`src/rtl/jtkicker_gfx_arb_if.sv`:
```
// -----------------------------------------------------------------------------
// jtkicker_gfx_arb_if
// Bus bundle between the scroll/object graphics fetchers, the arbiter and the
// SDRAM graphics read slot.
//
// Modports:
//   master : arbiter side. Receives the client requests and returns the client
//            data/ok. Drives the SDRAM request and receives the SDRAM data/ok.
//   slave  : environment side (video layers plus SDRAM slot), the mirror image.
//
// Signals:
//   scr_cs/scr_addr -> scr_data/scr_ok   scroll tile client
//   obj_cs/obj_addr -> obj_data/obj_ok   object line client
//   sdram_cs/sdram_addr -> sdram_data/sdram_ok   shared SDRAM read port
// -----------------------------------------------------------------------------
interface jtkicker_gfx_arb_if #(
    parameter int SCR_AW   = 13,
    parameter int OBJ_AW   = 14,
    parameter int SDRAM_AW = 22
);
    logic                scr_cs;
    logic [SCR_AW-1:0]   scr_addr;
    logic [31:0]         scr_data;
    logic                scr_ok;

    logic                obj_cs;
    logic [OBJ_AW-1:0]   obj_addr;
    logic [31:0]         obj_data;
    logic                obj_ok;

    logic                sdram_cs;
    logic [SDRAM_AW-1:0] sdram_addr;
    logic [31:0]         sdram_data;
    logic                sdram_ok;

    modport master (
        input  scr_cs, scr_addr,
        output scr_data, scr_ok,
        input  obj_cs, obj_addr,
        output obj_data, obj_ok,
        output sdram_cs, sdram_addr,
        input  sdram_data, sdram_ok
    );

    modport slave (
        output scr_cs, scr_addr,
        input  scr_data, scr_ok,
        output obj_cs, obj_addr,
        input  obj_data, obj_ok,
        input  sdram_cs, sdram_addr,
        output sdram_data, sdram_ok
    );
endinterface

```
`src/rtl/jtkicker_gfx_arb.sv`:
```
// -----------------------------------------------------------------------------
// jtkicker_gfx_arb
// Shares one 32-bit SDRAM graphics read port between the scroll tile fetcher
// and the object line fetcher. Each client has a one-entry address/data cache,
// so a repeated address is answered locally. Scroll wins when only it waits or
// when objects were served last; objects win otherwise, so both clients
// waiting at once produces strict alternation.
//
// Ports:
//   rst  asynchronous, active-high reset
//   clk  system clock (48 MHz)
//   gfx  jtkicker_gfx_arb_if.master bundle (client requests/data, SDRAM port)
// -----------------------------------------------------------------------------
module jtkicker_gfx_arb #(
    parameter int                  SCR_AW     = 13,
    parameter int                  OBJ_AW     = 14,
    parameter int                  SDRAM_AW   = 22,
    parameter logic [SDRAM_AW-1:0] SCR_OFFSET = 22'h0,
    parameter logic [SDRAM_AW-1:0] OBJ_OFFSET = 22'h2000
) (
    input  logic                   rst,
    input  logic                   clk,
    jtkicker_gfx_arb_if.master     gfx
);

    localparam int ISS_W = (SCR_AW > OBJ_AW) ? SCR_AW : OBJ_AW;

    localparam logic [1:0] ST_IDLE     = 2'd0;
    localparam logic [1:0] ST_WAIT_SCR = 2'd1;
    localparam logic [1:0] ST_WAIT_OBJ = 2'd2;

    localparam logic GNT_SCR = 1'b0;
    localparam logic GNT_OBJ = 1'b1;

    // Client address to SDRAM address: modular add, wraps at SDRAM_AW bits.
    function automatic logic [SDRAM_AW-1:0] f_map(
        input logic [SDRAM_AW-1:0] offset,
        input logic [ISS_W-1:0]    addr
    );
        return offset + SDRAM_AW'(addr);
    endfunction

    logic [1:0]          r_state;
    logic                r_blank;
    logic                r_last_grant;
    logic [ISS_W-1:0]    r_issue_addr;
    logic                r_sdram_cs;
    logic [SDRAM_AW-1:0] r_sdram_addr;

    logic                r_scr_pend;
    logic                r_scr_valid;
    logic [SCR_AW-1:0]   r_scr_tag;
    logic [31:0]         r_scr_data;
    logic                r_scr_ok;

    logic                r_obj_pend;
    logic                r_obj_valid;
    logic [OBJ_AW-1:0]   r_obj_tag;
    logic [31:0]         r_obj_data;
    logic                r_obj_ok;

    logic w_scr_hit, w_scr_miss, w_obj_hit, w_obj_miss;
    logic w_done_scr, w_done_obj;
    logic w_idle, w_gnt_scr, w_gnt_obj;

    assign w_scr_hit  = gfx.scr_cs & r_scr_valid & (gfx.scr_addr == r_scr_tag);
    assign w_scr_miss = gfx.scr_cs & ~w_scr_hit;
    assign w_obj_hit  = gfx.obj_cs & r_obj_valid & (gfx.obj_addr == r_obj_tag);
    assign w_obj_miss = gfx.obj_cs & ~w_obj_hit;

    // The first WAIT cycle is blanked: the slot may still show the ok of the
    // previous transaction there.
    assign w_done_scr = (r_state == ST_WAIT_SCR) & ~r_blank & gfx.sdram_ok;
    assign w_done_obj = (r_state == ST_WAIT_OBJ) & ~r_blank & gfx.sdram_ok;

    // Both pending: serve whoever was not served last.
    assign w_idle    = (r_state == ST_IDLE);
    assign w_gnt_scr = w_idle & r_scr_pend & (~r_obj_pend | (r_last_grant == GNT_OBJ));
    assign w_gnt_obj = w_idle & r_obj_pend & (~r_scr_pend | (r_last_grant == GNT_SCR));

    always_ff @(posedge clk or posedge rst) begin
        if (rst) begin
            r_state      <= ST_IDLE;
            r_blank      <= 1'b0;
            r_last_grant <= GNT_OBJ;
            r_issue_addr <= '0;
            r_sdram_cs   <= 1'b0;
            r_sdram_addr <= '0;
            r_scr_pend   <= 1'b0;
            r_scr_valid  <= 1'b0;
            r_scr_tag    <= '0;
            r_scr_data   <= '0;
            r_scr_ok     <= 1'b0;
            r_obj_pend   <= 1'b0;
            r_obj_valid  <= 1'b0;
            r_obj_tag    <= '0;
            r_obj_data   <= '0;
            r_obj_ok     <= 1'b0;
        end else begin
            r_scr_ok <= w_scr_hit;
            r_obj_ok <= w_obj_hit;
            // A completing client must not re-request on the miss it saw
            // against the cache contents from before the fill.
            r_scr_pend <= w_scr_miss & ~w_done_scr;
            r_obj_pend <= w_obj_miss & ~w_done_obj;

            case (r_state)
                ST_IDLE: begin
                    if (w_gnt_scr) begin
                        r_issue_addr <= ISS_W'(gfx.scr_addr);
                        r_sdram_addr <= f_map(SCR_OFFSET, ISS_W'(gfx.scr_addr));
                        r_sdram_cs   <= 1'b1;
                        r_blank      <= 1'b1;
                        r_state      <= ST_WAIT_SCR;
                    end else if (w_gnt_obj) begin
                        r_issue_addr <= ISS_W'(gfx.obj_addr);
                        r_sdram_addr <= f_map(OBJ_OFFSET, ISS_W'(gfx.obj_addr));
                        r_sdram_cs   <= 1'b1;
                        r_blank      <= 1'b1;
                        r_state      <= ST_WAIT_OBJ;
                    end
                end
                ST_WAIT_SCR, ST_WAIT_OBJ: begin
                    if (r_blank) begin
                        r_blank <= 1'b0;
                    end else if (gfx.sdram_ok) begin
                        // Fill with the issued address even if the client has
                        // moved on; its ok then simply stays low.
                        r_sdram_cs <= 1'b0;
                        r_state    <= ST_IDLE;
                        if (r_state == ST_WAIT_SCR) begin
                            r_scr_tag    <= r_issue_addr[SCR_AW-1:0];
                            r_scr_data   <= gfx.sdram_data;
                            r_scr_valid  <= 1'b1;
                            r_last_grant <= GNT_SCR;
                        end else begin
                            r_obj_tag    <= r_issue_addr[OBJ_AW-1:0];
                            r_obj_data   <= gfx.sdram_data;
                            r_obj_valid  <= 1'b1;
                            r_last_grant <= GNT_OBJ;
                        end
                    end
                end
                default: begin
                    r_state <= ST_IDLE;
                end
            endcase
        end
    end

    assign gfx.scr_data   = r_scr_data;
    assign gfx.scr_ok     = r_scr_ok;
    assign gfx.obj_data   = r_obj_data;
    assign gfx.obj_ok     = r_obj_ok;
    assign gfx.sdram_cs   = r_sdram_cs;
    assign gfx.sdram_addr = r_sdram_addr;

endmodule

```
`src/flat_wrapper.sv`:
```
// flat-port wrapper written by rule: the top's interface ports become plain ports
module jtkicker_gfx_arb_flat 
#(
    parameter int                  SCR_AW     = 13,
    parameter int                  OBJ_AW     = 14,
    parameter int                  SDRAM_AW   = 22,
    parameter logic [SDRAM_AW-1:0] SCR_OFFSET = 22'h0,
    parameter logic [SDRAM_AW-1:0] OBJ_OFFSET = 22'h2000
)
  (rst, clk, gfx_scr_cs, gfx_scr_addr, gfx_scr_data, gfx_scr_ok, gfx_obj_cs, gfx_obj_addr, gfx_obj_data, gfx_obj_ok, gfx_sdram_cs, gfx_sdram_addr, gfx_sdram_data, gfx_sdram_ok);
  jtkicker_gfx_arb_if #(.SCR_AW(SCR_AW), .OBJ_AW(OBJ_AW), .SDRAM_AW(SDRAM_AW)) gfx_i ();
  input  logic rst;
  input  logic clk;
  input wire logic [$bits(gfx_i.scr_cs)-1:0] gfx_scr_cs;
  input wire logic [$bits(gfx_i.scr_addr)-1:0] gfx_scr_addr;
  output wire logic [$bits(gfx_i.scr_data)-1:0] gfx_scr_data;
  output wire logic [$bits(gfx_i.scr_ok)-1:0] gfx_scr_ok;
  input wire logic [$bits(gfx_i.obj_cs)-1:0] gfx_obj_cs;
  input wire logic [$bits(gfx_i.obj_addr)-1:0] gfx_obj_addr;
  output wire logic [$bits(gfx_i.obj_data)-1:0] gfx_obj_data;
  output wire logic [$bits(gfx_i.obj_ok)-1:0] gfx_obj_ok;
  output wire logic [$bits(gfx_i.sdram_cs)-1:0] gfx_sdram_cs;
  output wire logic [$bits(gfx_i.sdram_addr)-1:0] gfx_sdram_addr;
  input wire logic [$bits(gfx_i.sdram_data)-1:0] gfx_sdram_data;
  input wire logic [$bits(gfx_i.sdram_ok)-1:0] gfx_sdram_ok;
  assign gfx_i.scr_cs = gfx_scr_cs;
  assign gfx_i.scr_addr = gfx_scr_addr;
  assign gfx_scr_data = gfx_i.scr_data;
  assign gfx_scr_ok = gfx_i.scr_ok;
  assign gfx_i.obj_cs = gfx_obj_cs;
  assign gfx_i.obj_addr = gfx_obj_addr;
  assign gfx_obj_data = gfx_i.obj_data;
  assign gfx_obj_ok = gfx_i.obj_ok;
  assign gfx_sdram_cs = gfx_i.sdram_cs;
  assign gfx_sdram_addr = gfx_i.sdram_addr;
  assign gfx_i.sdram_data = gfx_sdram_data;
  assign gfx_i.sdram_ok = gfx_sdram_ok;
  jtkicker_gfx_arb #(.SCR_AW(SCR_AW), .OBJ_AW(OBJ_AW), .SDRAM_AW(SDRAM_AW), .SCR_OFFSET(SCR_OFFSET), .OBJ_OFFSET(OBJ_OFFSET)) u_core (.rst(rst), .clk(clk), .gfx(gfx_i));
endmodule
```
`config.mk`:
```
export PLATFORM = sky130hd
export DESIGN_NAME = jtkicker_gfx_arb_flat
export DESIGN_NICKNAME = d
export VERILOG_FILES = /design/src/rtl/jtkicker_gfx_arb_if.sv /design/src/rtl/jtkicker_gfx_arb.sv /design/src/flat_wrapper.sv
export SDC_FILE = /design/constraint.sdc
export NUM_CORES = 1
export LEC_CHECK = 0
export ABC_AREA = 1
export BUFFER_PORTS_ARGS = -buffer_cell sky130_fd_sc_hd__buf_2
export CAP_MARGIN = 40
export CORE_ASPECT_RATIO = 1.5
export CORE_UTILIZATION = 37
export CTS_CLUSTER_DIAMETER = 50
export CTS_CLUSTER_SIZE = 10
export DETAILED_ROUTE_END_ITERATION = 6
export GPL_ROUTABILITY_DRIVEN = 0
export PLACE_DENSITY = 0.57
export SETUP_SLACK_MARGIN = 0.02
export SKIP_CTS_REPAIR_TIMING = 1
export SKIP_LAST_GASP = 1
export SYNTH_ARGS = -nofsm -noshare
export SYNTH_HDL_FRONTEND = slang
export SYNTH_SLANG_ARGS = --single-unit
```
`constraint.sdc`:
```
create_clock -name clk -period 9.95 [get_ports clk]
set_input_delay 2.985 -clock clk [delete_from_list [all_inputs] [get_ports clk]]
set_output_delay 2.985 -clock clk [all_outputs]
set_load 0.01 [all_outputs]
```
==> results.toml, run 1 <==
[final_layout]
antenna_cells_inserted = 0
final.fill_count = 1379
design.final.nets = 845
syn2layout_area_growth_pct = 26.90
share_of_post_route_cells_with_drive_strength_above_1_pct = 26.17

[yosys]
synth_top_family_by_area = "simple AND/OR/NAND/NOR gates"
netlist_top_cells_area = "dfrtp_1 55%, nand2_1 13%, o21ai_1 7.8%"
yosys.area_share.xor_xnor_pct = 0.3300
synth_compound_area_share_pct = 14.62
netlist.area_leader.share_pct = 54.69
synth.most_common_cell = "nand2_1"
simple_gate_fraction_of_synth_area_pct = 16.64
synth_edf_count = 0
yosys.cell_types.count = 30
netlist_area_mm2 = 0.005308
ys_seq_elements = 117
yosysSeqAreaShare_pct = 55.19
synth_top_area_cell = "dfrtp_1"
post_synth_fa_ha_maj_area_fraction_pct = 0.7072
syn-instance-count = 634
yosys_warnings = 0
multiplexer_share_of_the_synthesized_area_pct = 0
postSynthAreaPerCell_um2 = 8.372
synthFlopType = "dfrtp_1"
synth_commonest_cells = "190 x nand2_1, 116 x dfrtp_1, 108 x inv_1, 83 x o21ai_1, 33 x o21ai_0"
async_flop_share_pct = 100.0

[routing]
drc_errors = 0
1st_iter_drt_viols = 182
route.antenna.remaining_nets = 0
via_count_normalized_by_instance_count = 4.436
postRouteWirelength_um = 12970
wire_per_inst_um = 13.20
drtPass1Iterations = 6
num_vias = 4361

[setup_path]
timing.critical_path.fanout_max = 60
required_ns = 10.20
timing.reg2reg.worst_path_depth = 7
worstSetupEndpointType = "flip-flop"
arrival_ns = 4.44
r2r_path_start = "u_core.r_state[0]"
reg2reg_setup_slack_ns = 7.69
path_class = "input pin to flip-flop"
timing.rr.end = "u_core.gfx.obj_data[27]"
timing.critical_path.from_type = "input pin"

[cts]
cts_max_path_buffers = 2
cts_buffers = 17
h-tree-depth = 4
clock_sinks = 117
cts_tree = "done"
worst_setup_hold_path_clk_slew_ns = 0.05
ctsRootBufferMaster = "clkbuf_16"
insertion_delay_ns = 0.40

[pwr]
powerDensity_mw_per_mm2 = 324.3
cell_leakage_power_nw = 3.727
largest_vdd_supply_drop_mv = 0.1752

[sta]
totalNegativeSetupSlack_ns = 0
fin_crit_sh_pct = 42.12
post-route-min-period_ns = 4.191
finalHoldViolCount = 0
setup_violations = 0
rsz0062_at_grt = "false"
drv_slew = 0
final.setup.worst_slack_ns = 5.759
relSlewSlack_pct = 47.53
worst-slew-pin-transition_ns = 0.7870
hold-worst-slack_ns = 0.4643
timing.clock.skew_ns = 0.008319
achievable-frequency_ghz = 0.2386

[grt]
global_route.usage.met3_pct = 5.075
vias_in_the_first_global_route = 4420
grt_first_pass_wirelength_um = 21230
global_route.usage.met1_pct = 21.63
grtUsageMet2_pct = 33.38
grt-ovfl-total = 0
antenna_found_initial = 0
grt_usage_pct = 18.70
grt_start_max_net_pins = 71
grt_most_used_layer = "met2"

[place]
numPortBuffers = 145
dpl.hpwl_um = 9258
dp_slack_ns = 5.326

[floorplan]
die_area_mm2 = 0.01484
number_of_standard_cell_rows_in_the_floorplan = 53
die_height_um = 148.7
core_region_area_mm2 = 0.01399
ios = 153
die_x_um = 99.79
initial_core_util_pct = 37.93

[worst_hold_path]
timing.hold.worst_endpoint = "u_core.r_obj_valid"
hold_path_depth = 2
worst_hold_startpoint = "u_core.r_obj_valid"
hold_path.class = "flip-flop to flip-flop"

[run_status]
outcome = "complete, no violations"

[job]
max-cap-violations = 0
## cells in the final DEF (no fill, tap or decap), types with 2 or more instances in the layout
cell	count
conb_1	7
inv_2	4
bufinv_16	3
inv_6	2
inv_1	107
dfrtp_1	116
o21ai_0	33
nand2_1	189
nand2_2	3
o21ai_1	83
buf_4	4
nor2_1	23
clkinvlp_4	4
a21oi_2	6
o22ai_1	2
buf_2	145
ha_1	3
clkinv_4	4
clkbuf_16	17
a21oi_1	8
nand3_1	5
o21ai_2	7
xnor2_1	2
nand4_1	2
## worst max-delay path, stage by stage
cell and delay (ns):
buf_2 0.10, nand2_2 0.10, nor2_2 0.05, nand2_2 0.46, buf_4 0.56, o21ai_0 0.16
## power breakdown
part	internal (mW)	switching (mW)	leakage [nW]
clock network	0.403	0.226	0.289
logic	0.289	0.459	1.98
registers	0.683	0.123	1.46
## cells by family (layout without fill, tap and decap cells)
family | count (synthesis) | in the layout
simple gates | 227 | 227
xor+xnor | 2 | 2
buf+inv | 143 | 294
fa+ha+maj | 3 | 3
compound gates | 141 | 141
other cells | 1 | 7
flops | 117 | 117
## through the flow
| step | power [mW] | utilization (%) | cells | cell area [um^2] |
|---|---|---|---|---|
| 6_report | 2.184 | 48.14 | 983 | 6735 |
| 5_1_grt | 2.349 | 48.14 | 983 | 6735 |
| 4_1_cts | 2.213 | 48.14 | 983 | 6735 |
| 2_1_floorplan | 1.294 | - | 640 | 5330 |
| 3_5_place_dp | 1.571 | 43.73 | 951 | 6118 |
| 3_3_place_gp | 1.538 | 43.53 | 950 | 6091 |
## layer usage
layer | vias to the layer above | part of all wire (%)
li1 | 2225 | -
met1 | 1986 | 41
met2 | 136 | 52
met3 | 14 | 5.5
met4 | 0 | 1.5
met5 | - | 0
## registers in the layout, indices dropped and copies added (netlist names), 2 cells and up
name / count
u_core.gfx.obj_data: 32
u_core.gfx.scr_data: 32
u_core.gfx.sdram_addr: 2
u_core.r_issue_addr: 13
u_core.r_obj_tag: 14
u_core.r_scr_tag: 13
u_core.r_state: 2
## final cells by class
class / count / area [um^2] / share of cell area [%]
repair buffers: 150 / 783.3 / 11.63
well taps: 192 / 240.2 / 3.567
clock inverters: 14 / 177.7 / 2.638
clock buffers: 18 / 439.2 / 6.521
inverters: 112 / 422.9 / 6.279
multi-input cells: 380 / 1743 / 25.88
flip-flops and latches: 117 / 2929 / 43.49
## worst max path at each step
stage,startpoint,end,slack (ns),cells after the start
finish,gfx_sdram_ok,u_core.gfx.obj_data[27],5.76,6
detailed placement,gfx_sdram_ok,u_core.gfx.obj_data[21],5.33,6
floorplan,rst,u_core.gfx.obj_data[0],3.87,1
global placement,gfx_sdram_ok,u_core.gfx.obj_data[18],5.39,6
global route,gfx_sdram_ok,u_core.r_obj_tag[13],5.58,6
CTS,gfx_sdram_ok,u_core.r_obj_tag[13],5.74,6
Note: power is estimated with default switching activity, not from simulation.
==> run 2: changes to the inputs <==
--- a/config.mk
+++ b/config.mk
@@ -14,7 +14,7 @@
 export CTS_CLUSTER_SIZE = 10
 export DETAILED_ROUTE_END_ITERATION = 6
 export GPL_ROUTABILITY_DRIVEN = 0
-export PLACE_DENSITY = 0.57
+export PLACE_DENSITY = 0.59
 export SETUP_SLACK_MARGIN = 0.02
 export SKIP_CTS_REPAIR_TIMING = 1
 export SKIP_LAST_GASP = 1
==> constraint.sdc (replaced) <==
create_clock -name clk -period 3.8 [get_ports clk]
set_input_delay 1.14 -clock clk [delete_from_list [all_inputs] [get_ports clk]]
set_output_delay 1.14 -clock clk [all_outputs]
set_load 0.01 [all_outputs]
==> results.toml, run 2 (synthesis gave the netlist of run 1 again) <==
[routing]
num_vias = 4381
via_count_normalized_by_instance_count = 4.443
postRouteWirelength_um = 12900
drtPass1Iterations = 4
1st_iter_drt_viols = 243
wire_per_inst_um = 13.08
route.antenna.remaining_nets = 0
drc_errors = 0

[cts]
ctsRootBufferMaster = "clkbuf_16"
cts_max_path_buffers = 2
clock_sinks = 117
insertion_delay_ns = 0.41
cts_buffers = 17
cts_tree = "done"
worst_setup_hold_path_clk_slew_ns = 0.06
h-tree-depth = 4

[setup_path]
critical-path-top-cell-by-count = "nand2_2"
timing.critical_path.buf_inv = 2
worstSetupEndpointType = "flip-flop"
worstSetupStartpoint = "gfx_sdram_ok"
cpLargestDelayFamily = "simple AND/OR/NAND/NOR gates"
crit_path_top_delay_cell = "nand2_2"
arrival_ns = 2.54
crit_chain = "buf_2 > nand2_2 > nor2_2 > nand2_2 > buf_4 > nand2_1 > o21ai_1"
r2r_path_start = "u_core.r_state[1]"
timing.critical_path.fanout_max = 43
required_ns = 4.13
timing.critical_path.from_type = "input pin"
path_class = "input pin to flip-flop"
timing.critical_path.slowest_cell_delay_ns = 0.56

[pwr]
clockPowerShare_pct = 30.5
power.net_switching_mw = 2.110
power_switching_share_pct = 36.04
combinationalPowerShare_pct = 33.5
powerDensity_mw_per_mm2 = 857.6
largest_vdd_supply_drop_mv = 0.4716
seqPwrFrac_pct = 36.0
cell_leakage_power_nw = 3.767
p_int_mw = 3.744

[grt]
antenna_found_initial = 3
vias_in_the_first_global_route = 4391
grt-ovfl-total = 0
grt_usage_pct = 18.55
grt_first_pass_wirelength_um = 21220
grt_start_max_net_pins = 65

[final_layout]
final_common_cell = "nand2_1"
postLayoutCellArea_mm2 = 0.006827
stdcell_count = 986
most-common-layout-cells = "189 x nand2_1, 145 x buf_2, 116 x dfrtp_1, 107 x inv_1, 83 x o21ai_1"
syn2layout_area_growth_pct = 28.62
design.final.nets = 847
fin_util_pct = 48.79
share_of_post_route_cells_with_drive_strength_above_1_pct = 26.36

[sta]
achievable-frequency_ghz = 0.4526
hold-worst-slack_ns = 0.4694
worst-slew-pin-transition_ns = 0.7693
relSlewSlack_pct = 48.53
post-route-min-period_ns = 2.210
drv_slew = 0
rsz0062_at_grt = "false"
fin_crit_sh_pct = 58.15
totalNegativeSetupSlack_ns = 0
finalHoldViolCount = 0
timing.clock.skew_ns = 0.006189
setup_violations = 0

[floorplan]
number_of_standard_cell_rows_in_the_floorplan = 53
ios = 153
die_x_um = 99.79
initial_core_util_pct = 37.93
core_region_area_mm2 = 0.01399
die_area_mm2 = 0.01484
die_height_um = 148.7

[run_status]
outcome = "complete, no violations"

[worst_hold_path]
worst_hold_startpoint = "u_core.r_obj_valid"
hold_path.class = "flip-flop to flip-flop"

[place]
numPortBuffers = 145
dpl.hpwl_um = 9344
dpl.cell_count = 953
placedInstanceArea_mm2 = 0.006160

[job]
max-cap-violations = 0
## run 2: changes by cell type in the layout (fill, tap and decap cells not counted)
cell       before  now
bufinv_16       3    5
clkinv_2        1    0
diode_2         0    1
buf_12          0    2
inv_4           1    0
## run 2: layout make-up
type / instances / area, um^2
fill: 1368 / 7166
sequential: 117 / 2929
multi-input combinational: 380 / 1743
timing repair buffer: 152 / 823.3
clock buffer: 18 / 439.2
inverter: 112 / 424.2
tap: 192 / 240.2
clock inverter: 14 / 225.2
antenna: 1 / 2.502
## run 2: metal layers
metal | vias to the layer above | wire length [um] | global-route usage, %
li1 | 2227 | - | -
met3 | 21 | 670 | 4.981
met5 | - | 27 | 0
met1 | 2004 | 5382 | 22.08
met4 | 4 | 243 | 6.985
met2 | 125 | 6574 | 31.79
## run 2: power by group through the flow
stage / clock (mW) / sequential (mW) / combinational [mW]
after floorplan: 0 / 2.26 / 1.13
after global placement: 0 / 2.11 / 1.91
after detailed placement: 0 / 2.12 / 2.00
after CTS: 1.82 / 2.11 / 2.00
after global routing: 1.88 / 2.17 / 2.22
final: 1.79 / 2.11 / 1.96
## run 2: worst min-delay path, delay by kind of cell, from the launching register on
family | cells | cell delay, ns
buffers and inverters | 1 | 0.04
DFF | 1 | 0.34
and+or+nand+nor | 1 | 0.05
## run 2: path summary, 6_finish.rpt
check                                          end  slack (ns)  depth (start not counted)
setup / recovery           u_core.gfx.obj_data[25]        1.59                          7
hold / removal                  u_core.r_obj_valid        0.47                          2
setup reg to reg           u_core.gfx.obj_data[29]        1.69                          8
hold reg to reg                 u_core.r_obj_valid        0.47                          2
max in group asynchronous      u_core.r_scr_tag[0]        2.13                          3
min in group asynchronous   u_core.gfx.scr_data[3]        0.82                          2
## run 2: through the flow
step / setup slack [ns] / total power [mW]
final: 1.590 / 5.854
after global routing: 1.440 / 6.272
after CTS: 1.578 / 5.927
after detailed placement: 1.138 / 4.117
after global placement: 1.185 / 4.026
after floorplan: 1.233 / 3.387
==> run 3: changes to the inputs <==
--- a/config.mk
+++ b/config.mk
@@ -5,7 +5,7 @@
 export SDC_FILE = /design/constraint.sdc
 export NUM_CORES = 1
 export LEC_CHECK = 0
-export ABC_AREA = 1
+export ABC_AREA = 0
 export BUFFER_PORTS_ARGS = -buffer_cell sky130_fd_sc_hd__buf_2
 export CAP_MARGIN = 40
 export CORE_ASPECT_RATIO = 1.5
@@ -14,7 +14,7 @@
 export CTS_CLUSTER_SIZE = 10
 export DETAILED_ROUTE_END_ITERATION = 6
 export GPL_ROUTABILITY_DRIVEN = 0
-export PLACE_DENSITY = 0.59
+export PLACE_DENSITY = 0.6
 export SETUP_SLACK_MARGIN = 0.02
 export SKIP_CTS_REPAIR_TIMING = 1
 export SKIP_LAST_GASP = 1
==> constraint.sdc (replaced) <==
create_clock -name clk -period 1.8 [get_ports clk]
set_input_delay 0.54 -clock clk [delete_from_list [all_inputs] [get_ports clk]]
set_output_delay 0.54 -clock clk [all_outputs]
set_load 0.01 [all_outputs]
==> results.toml, run 3 <==
[routing]
drc_errors = 0
num_vias = 3373
postRouteWirelength_um = 11580
wirelength_met1_um = 4387
via_count_normalized_by_instance_count = 4.812
routed.top_layer = "met4"
1st_iter_drt_viols = 79
route.met2.wl_um = 6461
wire_per_inst_um = 16.51
drtPass1Iterations = 4
route.antenna.remaining_nets = 0
routed-wl-met3_um = 556

[cts]
ctsRootBufferMaster = "clkbuf_16"
cts_max_path_buffers = 2
clock_sinks = 117
cts_buffers = 17
h-tree-depth = 4
worst_setup_hold_path_clk_slew_ns = 0.05
insertion_delay_ns = 0.40
cts_tree = "done"

[setup_path]
path_class = "flip-flop to flip-flop"
timing.critical_path.from_type = "flip-flop"
r2r_path_start = "u_core.r_state[1]"
timing.critical_path.fanout_max = 13
worstSetupStartpoint = "u_core.r_state[1]"
worstSetupEndpointType = "flip-flop"
required_ns = 2.08
arrival_ns = 2.00

[yosys]
netlist.area_leader.share_pct = 59.75
synth_commonest_cells = "116 x dfrtp_1, 92 x mux2_2, 24 x nand2_1, 24 x xnor2_1, 19 x nor2_1"
synth_edf_count = 0
ys_seq_elements = 117
netlist_area_mm2 = 0.004858
postSynthAreaPerCell_um2 = 13.50
netlist_top_cells_area = "dfrtp_1 60%, mux2_2 21%, xnor2_1 4.3%"
synth.most_common_cell = "dfrtp_1"
yosys.cell_types.count = 28
yosysSeqAreaShare_pct = 60.29
synth_top_area_cell = "dfrtp_1"
syn-instance-count = 360
async_flop_share_pct = 100.0
yosys_warnings = 0
synthFlopType = "dfrtp_1"

[floorplan]
ios = 153
die_area_mm2 = 0.01360
core_region_area_mm2 = 0.01264
die_height_um = 142.3
initial_core_util_pct = 38.45
number_of_standard_cell_rows_in_the_floorplan = 50
die_x_um = 95.56

[sta]
rsz0062_at_grt = "true"
worst-slew-pin-transition_ns = 0.6215
setup_violations = 0
drv_slew = 0
post-route-min-period_ns = 1.718
final.setup.worst_slack_ns = 0.08218
fin_crit_sh_pct = 95.43
finalHoldViolCount = 0
achievable-frequency_ghz = 0.5821
relSlewSlack_pct = 58.57
timing.clock.skew_ns = 0.006884

[final_layout]
final.fill_count = 1148
fin_util_pct = 52.36
antenna_cells_inserted = 0
final_common_cell = "buf_2"
storage_cell_area_mm2 = 0.002929
area_of_combinational_cells_with_multiple_inputs_mm2 = 0.001819
syn2layout_area_growth_pct = 36.18
most-common-layout-cells = "145 x buf_2, 116 x dfrtp_1, 92 x mux2_2, 24 x xnor2_1, 22 x nand2_1"
share_of_post_route_cells_with_drive_strength_above_1_pct = 54.86
stdcell_count = 701
design.final.nets = 599

[pwr]
largest_vdd_supply_drop_mv = 1.066
cell_leakage_power_nw = 3.174
powerDensity_mw_per_mm2 = 1906

[place]
dpl.hpwl_um = 8320
dpl.cell_count = 665
dp_slack_ns = -0.09103
numPortBuffers = 145

[grt]
grt_first_pass_wirelength_um = 17920
grt_start_max_net_pins = 68
antenna_found_initial = 0
grt-ovfl-total = 0
grt_usage_pct = 17.81
vias_in_the_first_global_route = 3475

[run_status]
outcome = "complete, no violations"

[worst_hold_path]
hold_path.class = "input pin to async pin"

[job]
max-cap-violations = 0
-- run 3: power by group --
| group | internal, mW | leakage [nW] | total, mW | switching [mW] |
|---|---|---|---|---|
| Sequential | 3.91 | 1.42 | 4.66 | 0.747 |
| Clock | 2.38 | 0.304 | 3.50 | 1.13 |
| Combinational | 2.37 | 1.45 | 4.45 | 2.09 |
-- run 3: final timing paths --
path                                              to  slack (ns)  depth (start not counted)
min reg2reg                       u_core.r_scr_valid        0.47                          1
min in group clk           u_core.gfx.sdram_addr[13]        0.36                          2
min                                u_core.r_obj_pend        0.25                          3
max reg2reg                  u_core.gfx.obj_data[22]        0.08                          7
max                          u_core.gfx.obj_data[22]        0.08                          7
max in group asynchronous    u_core.gfx.obj_data[29]        1.00                          3
-- run 3: layout make-up --
class,instances,share of cell area (%)
well taps,156,2.950
clock buffers,22,7.016
clock inverters,10,2.307
flip-flops and latches,117,44.27
multi-input cells,223,27.50
repair buffers,168,15.62
inverters,5,0.3404
-- run 3: cell families (layout without fill, tap and decap cells) --
logic type	count (synthesis)	after routing	synth area share, %
AND/OR/NAND/NOR	58	58	5.666
XOR/XNOR	27	27	4.867
adder cells (fa/ha/maj)	3	3	0.7727
flip-flops	117	117	60.29
buffers and inverters	26	205	2.987
multiplexers	92	92	21.32
other	1	7	0.07719
AO/OA/AOI/OAI	36	36	4.018
-- run 3: critical path: stages (launching register included) --
cell	delay [ns]
dfrtp_1	0.38
inv_1	0.07
ha_1	0.30
nand2_2	0.07
nor2_4	0.13
buf_12	0.14
buf_12	0.15
mux2_2	0.34
-- run 3: layer usage --
| metal | GRT usage, % | up-vias |
|---|---|---|
| met5 | 0 | - |
| li1 | - | 1575 |
| met3 | 5.075 | 10 |
| met4 | 6.441 | 0 |
| met2 | 32.03 | 93 |
| met1 | 19.53 | 1695 |
-- run 3: through the flow --
stage / hold WS, ns / setup TNS [ns] / power, mW / instance area, um^2
2_1_floorplan: 0.4343 / -19.32 / 7.191 / 4885
3_3_place_gp: 0.4511 / -1.484 / 8.954 / 5919
3_5_place_dp: 0.4520 / -2.277 / 9.116 / 5919
4_1_cts: 0.2571 / 0 / 12.68 / 6536
5_1_grt: 0.2755 / 0 / 13.37 / 6616
6_report: 0.2471 / 0 / 12.61 / 6616
